$ cat src/rtl/video_capture_writer.sv
// -----------------------------------------------------------------------------
// video_capture_writer
//
// Turns a pixel stream with raster counters into line-buffer RAM write cycles.
// A programmable capture window selects the pixels that are written. The
// window can skip a band of lines (the gap) and can keep only every second
// pixel (2:1 horizontal decimation). Each captured line is written at a line
// base address. The line base steps through a ring of cfg_numwords words.
// A one-cycle read-start trigger for the downstream scaler fires on the write
// to a chosen address.
//
// All cfg_* inputs are copied into shadow registers at reset and at each frame
// boundary. Between boundaries, firmware may rewrite cfg_* freely.
//
// Ports
//   clock             pixel clock, rising edge
//   reset             synchronous, active-high
//   pixel_in          pixel at (counter_x, counter_y)
//   counter_x/_y      raster position
//   cfg_h_start/_end  horizontal window [start, end)
//   cfg_v_start/_end  vertical window [start, end)
//   cfg_gap_start/_end excluded lines [start, end); off when start >= end
//   cfg_h_decimate    keep only even offsets from h_start
//   cfg_line_length   RAM words per buffered line
//   cfg_numwords      ring size in RAM words
//   cfg_trigger_addr  write address that fires starttrigger
//   cfg_trigger_lines trigger only while (y - v_start) < this
//   wren/wraddr/wrdata RAM write port, one cycle after the sampled input
//   starttrigger      pulse coincident with the triggering write
//   frame_start       pulse in the cycle after a frame boundary
//   overflow          sticky per frame: a column reached line_length
// -----------------------------------------------------------------------------
module video_capture_writer #(
  parameter int DATA_WIDTH = 24,
  parameter int ADDR_WIDTH = 15,
  parameter int CNT_WIDTH  = 12
) (
  input  logic                  clock,
  input  logic                  reset,
  input  logic [DATA_WIDTH-1:0] pixel_in,
  input  logic [CNT_WIDTH-1:0]  counter_x,
  input  logic [CNT_WIDTH-1:0]  counter_y,
  input  logic [CNT_WIDTH-1:0]  cfg_h_start,
  input  logic [CNT_WIDTH-1:0]  cfg_h_end,
  input  logic [CNT_WIDTH-1:0]  cfg_v_start,
  input  logic [CNT_WIDTH-1:0]  cfg_v_end,
  input  logic [CNT_WIDTH-1:0]  cfg_gap_start,
  input  logic [CNT_WIDTH-1:0]  cfg_gap_end,
  input  logic                  cfg_h_decimate,
  input  logic [ADDR_WIDTH-1:0] cfg_line_length,
  input  logic [ADDR_WIDTH-1:0] cfg_numwords,
  input  logic [ADDR_WIDTH-1:0] cfg_trigger_addr,
  input  logic [CNT_WIDTH-1:0]  cfg_trigger_lines,
  output logic                  wren,
  output logic [ADDR_WIDTH-1:0] wraddr,
  output logic [DATA_WIDTH-1:0] wrdata,
  output logic                  starttrigger,
  output logic                  frame_start,
  output logic                  overflow
);

  // Shadow copies of the configuration
  logic [CNT_WIDTH-1:0]  h_start_q, h_end_q, v_start_q, v_end_q;
  logic [CNT_WIDTH-1:0]  gap_start_q, gap_end_q, trig_lines_q;
  logic                  decim_q;
  logic [ADDR_WIDTH-1:0] line_len_q, numwords_q, trig_addr_q;

  // Datapath state
  logic [CNT_WIDTH-1:0]  x_prev_q;
  logic [ADDR_WIDTH-1:0] base_q, base_d;
  logic                  wren_q, wren_d;
  logic [ADDR_WIDTH-1:0] wraddr_q, wraddr_d;
  logic [DATA_WIDTH-1:0] wrdata_q, wrdata_d;
  logic                  trig_q, trig_d;
  logic                  fstart_q;
  logic                  ovf_q, ovf_d;

  // Raster events
  logic frame_evt, line_evt;
  assign frame_evt = (counter_x == '0) && (counter_y == '0) && (x_prev_q != '0);
  // Compare against the previous x so that a stalled counter sitting on
  // h_end still counts as a single line end.
  assign line_evt  = (counter_x == h_end_q) && (x_prev_q != h_end_q);

  // Vertical qualification
  logic gap_en, in_v, in_gap, vcap, gap_line;
  assign gap_en   = gap_start_q < gap_end_q;
  assign in_v     = (counter_y >= v_start_q) && (counter_y < v_end_q);
  assign in_gap   = gap_en && (counter_y >= gap_start_q) && (counter_y < gap_end_q);
  assign vcap     = in_v && !in_gap;
  assign gap_line = in_gap && in_v;

  // Horizontal qualification and column
  logic [CNT_WIDTH-1:0]  x_off, col_cnt;
  logic [ADDR_WIDTH-1:0] col;
  logic                  hcap;
  assign x_off   = counter_x - h_start_q;
  assign hcap    = (counter_x >= h_start_q) && (counter_x < h_end_q) &&
                   (!decim_q || !x_off[0]);
  assign col_cnt = decim_q ? (x_off >> 1) : x_off;

  if (CNT_WIDTH >= ADDR_WIDTH) begin : g_col_trunc
    assign col = col_cnt[ADDR_WIDTH-1:0];
  end else begin : g_col_ext
    assign col = {{(ADDR_WIDTH-CNT_WIDTH){1'b0}}, col_cnt};
  end

  logic                  capture, do_write, ovf_hit;
  logic [ADDR_WIDTH-1:0] addr_sum;
  logic [CNT_WIDTH-1:0]  y_off;
  assign capture  = vcap && hcap;
  assign do_write = capture && (col < line_len_q);
  assign ovf_hit  = capture && !(col < line_len_q);
  assign addr_sum = base_q + col;
  assign y_off    = counter_y - v_start_q;

  // Next line base. The sums are kept one and two bits wider than the
  // address, so a ring that ends near 2^ADDR_WIDTH cannot alias. A line
  // whose end would pass numwords restarts at 0, so every line is stored
  // contiguously.
  logic [ADDR_WIDTH:0]   nxt;
  logic [ADDR_WIDTH+1:0] nxt_end;
  logic [ADDR_WIDTH-1:0] base_adv;
  assign nxt      = {1'b0, base_q} + {1'b0, line_len_q};
  assign nxt_end  = {1'b0, nxt} + {2'b00, line_len_q};
  assign base_adv = (nxt_end > {2'b00, numwords_q}) ? '0 : nxt[ADDR_WIDTH-1:0];

  always_comb begin
    base_d = base_q;
    if (line_evt) begin
      if (vcap)          base_d = base_adv;
      else if (gap_line) base_d = base_q;
      else               base_d = '0;
    end
    // A frame boundary takes priority when h_end == 0 makes both events coincide.
    if (frame_evt) base_d = '0;
  end

  always_comb begin
    ovf_d = ovf_q;
    if (ovf_hit)   ovf_d = 1'b1;
    if (frame_evt) ovf_d = 1'b0;
  end

  always_comb begin
    wren_d   = do_write;
    wraddr_d = do_write ? addr_sum : wraddr_q;
    wrdata_d = do_write ? pixel_in : wrdata_q;
    trig_d   = do_write && (addr_sum == trig_addr_q) && (y_off < trig_lines_q);
  end

  always_ff @(posedge clock) begin
    if (reset || frame_evt) begin
      h_start_q    <= cfg_h_start;
      h_end_q      <= cfg_h_end;
      v_start_q    <= cfg_v_start;
      v_end_q      <= cfg_v_end;
      gap_start_q  <= cfg_gap_start;
      gap_end_q    <= cfg_gap_end;
      decim_q      <= cfg_h_decimate;
      line_len_q   <= cfg_line_length;
      numwords_q   <= cfg_numwords;
      trig_addr_q  <= cfg_trigger_addr;
      trig_lines_q <= cfg_trigger_lines;
    end
  end

  always_ff @(posedge clock) begin
    if (reset) begin
      x_prev_q <= '0;
      base_q   <= '0;
      wren_q   <= 1'b0;
      wraddr_q <= '0;
      wrdata_q <= '0;
      trig_q   <= 1'b0;
      fstart_q <= 1'b0;
      ovf_q    <= 1'b0;
    end else begin
      x_prev_q <= counter_x;
      base_q   <= base_d;
      wren_q   <= wren_d;
      wraddr_q <= wraddr_d;
      wrdata_q <= wrdata_d;
      trig_q   <= trig_d;
      fstart_q <= frame_evt;
      ovf_q    <= ovf_d;
    end
  end

  assign wren         = wren_q;
  assign wraddr       = wraddr_q;
  assign wrdata       = wrdata_q;
  assign starttrigger = trig_q;
  assign frame_start  = fstart_q;
  assign overflow     = ovf_q;

endmodule

$ cat config.mk
export PLATFORM = sky130hd
export DESIGN_NAME = video_capture_writer
export DESIGN_NICKNAME = d
export VERILOG_FILES = /design/src/rtl/video_capture_writer.sv
export SDC_FILE = /design/constraint.sdc
export NUM_CORES = 1
export LEC_CHECK = 0
export CAP_MARGIN = 20
export CORE_UTILIZATION = 40
export CTS_CLUSTER_DIAMETER = 100
export CTS_CLUSTER_SIZE = 30
export DETAILED_ROUTE_END_ITERATION = 8
export SETUP_SLACK_MARGIN = 0.4
export SLEW_MARGIN = 20
export SYNTH_ARGS = -nofsm -noshare
export SYNTH_HDL_FRONTEND = slang
export SYNTH_SLANG_ARGS = --single-unit
$ cat constraint.sdc
create_clock -name clock -period 8.24 [get_ports clock]
set_clock_uncertainty 0.1 [all_clocks]
set_input_delay 2.472 -clock clock [delete_from_list [all_inputs] [get_ports clock]]
set_output_delay 2.472 -clock clock [all_outputs]
set_load 0.01 [all_outputs]
==> run metrics <==
Root Driver=clkbuf_16; Final period util=86.2%; CTS max path bufs=2; Pwr Density=177 nW/um^2; kind of critical path=in -> reg; nets=1,802; most frequent cell after synthesis=ha_1; syn_area_per_cell=10.1 um^2; share of cells above drive strength 1=4.36%; ys async rst share=0%; hold depth=2; clock slew at reported path FFs=0.08 ns; Relative slew margins=35.2%; type of destination of the critical path=flip-flop; Post-Syn Area=12,500 um^2; Tmin final=7.11 ns; arrival time worst endpoint=7.37 ns; Max Cap Viol=0; grt ovf=0; Placement Rows=64; Remaining DRCs=0; Starting Density=40.9%; worst path cell trace=clkdlybuf4s50_1 > inv_1 > ha_1 > inv_1 > fa_1 > a21o_1 > a211oi_1 > a21oi_1 > a31oi_1 > xor2_1 > mux2i_1 > ha_1 > xnor2_1 > nor3_1 > a2111oi_0 > nor4b_1 > nand4_1 > nor4_1 > nand4_1 > nor4_2; vias in the first global route=9,304; # fillers=2,768; Worst R2R Setup Slack=2.36 ns; final setup TNS=0 ns; Hold Path Sink=wraddr[4]; final setup vio count=0; Post-CTS Setup Bufs=0; RSZ-0062 raised after global routing=false; port bufs=222; total CTS buffers=17; post-synth top area share=31.2%; GP Congestion=0.850; die width=179 um; CP max FO=5; Final Hold Vio Count=0; R2R depth=23; Reg-to-Reg Start=line_len_q[0]; Ys Warns=0; Main synth FF type=edfxtp_1; io pins=223; Gate Count Post-Synth=1,235; die height=179 um; ANT nets after route=0; Synth-to-Final Area Change=26.4%; hold buffers post-CTS=0; Mapped Nets=1,583; CTS tree=yes; worst-margin pin slew=0.967 ns; slowest CP cell=clkdlybuf4s50_1; fin. max-slew vios=0; Util after Layout=51.6%; Max stage delay on crit path=0.45 ns; number of synthesized register bits=200; Vias/cell=5.25; sequential area share after synthesis=42.3%; H-tree levels=4; Core ar.=30,700 um^2; largest net degree at the start of global routing=61; R2R Path End=base_q[8]; worst vdd ir=0.142 mV; fmax=141 MHz; full die area=32,000 um^2; min-delay src=wraddr[4]; Yosys top cell by area=edfxtp_1; wire length per cell=17.1 um; DP Wirelength=25.1 mm; register area=5310 um^2; Crit path max-delay family=compound AO/OA/AOI/OAI gates; PostCTS Resize Cnt=0; 1st-iter DRT viols=461; Netlist cell types=72; WP buf/inv=3; Leakage=6.61 nW; Startpoint Class=input port; CTS Sinks=200; Worst-Skew Late Latency=0.46 ns; Worst EP required=8.51 ns; first-pass GRT wire length=49.5 mm; top cells by area, synth=edfxtp_1 (31%), ha_1 (16%), dfxtp_1 (11%); Vias=9,796; most common library cells after synthesis=ha_1 (163), inv_1 (140), edfxtp_1 (130); initial antenna violation count=2; outcome=finished, final reports clean; min-delay worst type=reg -> reg; multi-input logic area=6610 um^2; final hold slack=0.364 ns; First-pass DRT Iterations=5; number of synthesized flops with an enable pin=130; Tot GR Track Use=20.0%; final wirelength=31.9 mm
-- layer usage --
layer / wire length (um) / track usage, % / vias to the layer above
li1: - / - / 4977
met1: 15400 / 28.1 / 4531
met2: 14100 / 31.2 / 255
met3: 1890 / 3.84 / 33
met4: 512 / 5.54 / 0
met5: 0 / 0 / -
-- worst reg2reg max path: cells and delay by family (launching register included) --
family	cells	cell delay, ns
compound gates	9	2.12
xor+xnor	2	0.31
fa+ha+maj	4	1.41
flops	1	0.49
simple gates	8	1.38
-- stage by stage --
step / std cells / cell area [um^2] / worst slack [ns] / total power [mW]
finish: 1865 / 15800 / 1.13 / 2.80
global route: 1864 / 15800 / 0.612 / 2.96
CTS: 1863 / 15800 / 1.16 / 2.83
detailed placement: 1831 / 15200 / 0.732 / 1.93
global placement: 1831 / 15200 / 0.834 / 1.93
floorplan: 1235 / 12500 / 0.907 / 1.67
-- how the worst max path moves through the flow --
stage | from | to | slack, ns | cells past startpoint
after floorplan | counter_y[11] | base_q[12] | 0.91 | 9
after CTS | counter_x[0] | starttrigger | 1.16 | 20
after global routing | counter_x[0] | starttrigger | 0.61 | 20
after global placement | counter_x[0] | starttrigger | 0.83 | 20
final | counter_x[0] | starttrigger | 1.13 | 20
after detailed placement | counter_x[1] | wraddr[2] | 0.73 | 17
-- power breakdown --
part / switching [mW] / internal [mW] / leakage (nW)
clock network: 0.451 / 0.437 / 0.289
logic: 0.395 / 0.352 / 4.48
registers: 0.0348 / 1.13 / 1.84
total: 0.882 / 1.92 / 6.61
-- cells in the final DEF (no fill, tap or decap), drive strengths merged, types with 15 or more instances in the layout --
master         netlist  final
nor2b               25     25
nor4                18     18
clkdlybuf4s50        0    221
edfxtp             130    130
a211oi              20     20
nor3                17     17
ha                 163    163
xor2                33     33
a21o                29     29
a22o                15     15
dfxtp               70     70
nand3               42     42
nand2b              27     27
nand2               33     33
clkbuf              24     17
xnor2               38     38
inv                141    147
o21ai               83     83
nor2                64     64
a21oi               89     89
-- cell type report --
type                            instances  area share, %
Sequential cell                       200           33.5
Clock buffer                           17           2.69
Antenna cell                            2         0.0316
Timing Repair Buffer                  230           14.4
Multi-Input combinational cell        864           41.7
Tap cell                              396           3.13
Clock inverter                         15           1.18
Inverter                              141           3.34
-- flip-flops by register name, summed over array words and instances (netlist names) --
register and count:
wrdata 24, base_q 15, line_len_q 15, numwords_q 15, trig_addr_q 15, wraddr 15
gap_end_q 12, gap_start_q 12, h_end_q 12, h_start_q 12, trig_lines_q 12, v_end_q 12
v_start_q 12, x_prev_q 12, decim_q 1, frame_start 1, overflow 1, starttrigger 1
wren 1
-- cells by family (layout without fill, tap and decap cells) --
logic type      count (synthesis)  in the layout  share of synthesized area [%]
compound gates                330            330                           17.0
xor+xnor                       74             74                           5.51
fa+ha+maj                     168            168                           17.1
buf+inv                       171            403                           5.19
flops                         200            200                           42.3
mux                            10             10                          0.869
other cells                     0              2                              0
simple gates                  282            282                           12.0
No activity file was read; power rests on OpenSTA's default activity.
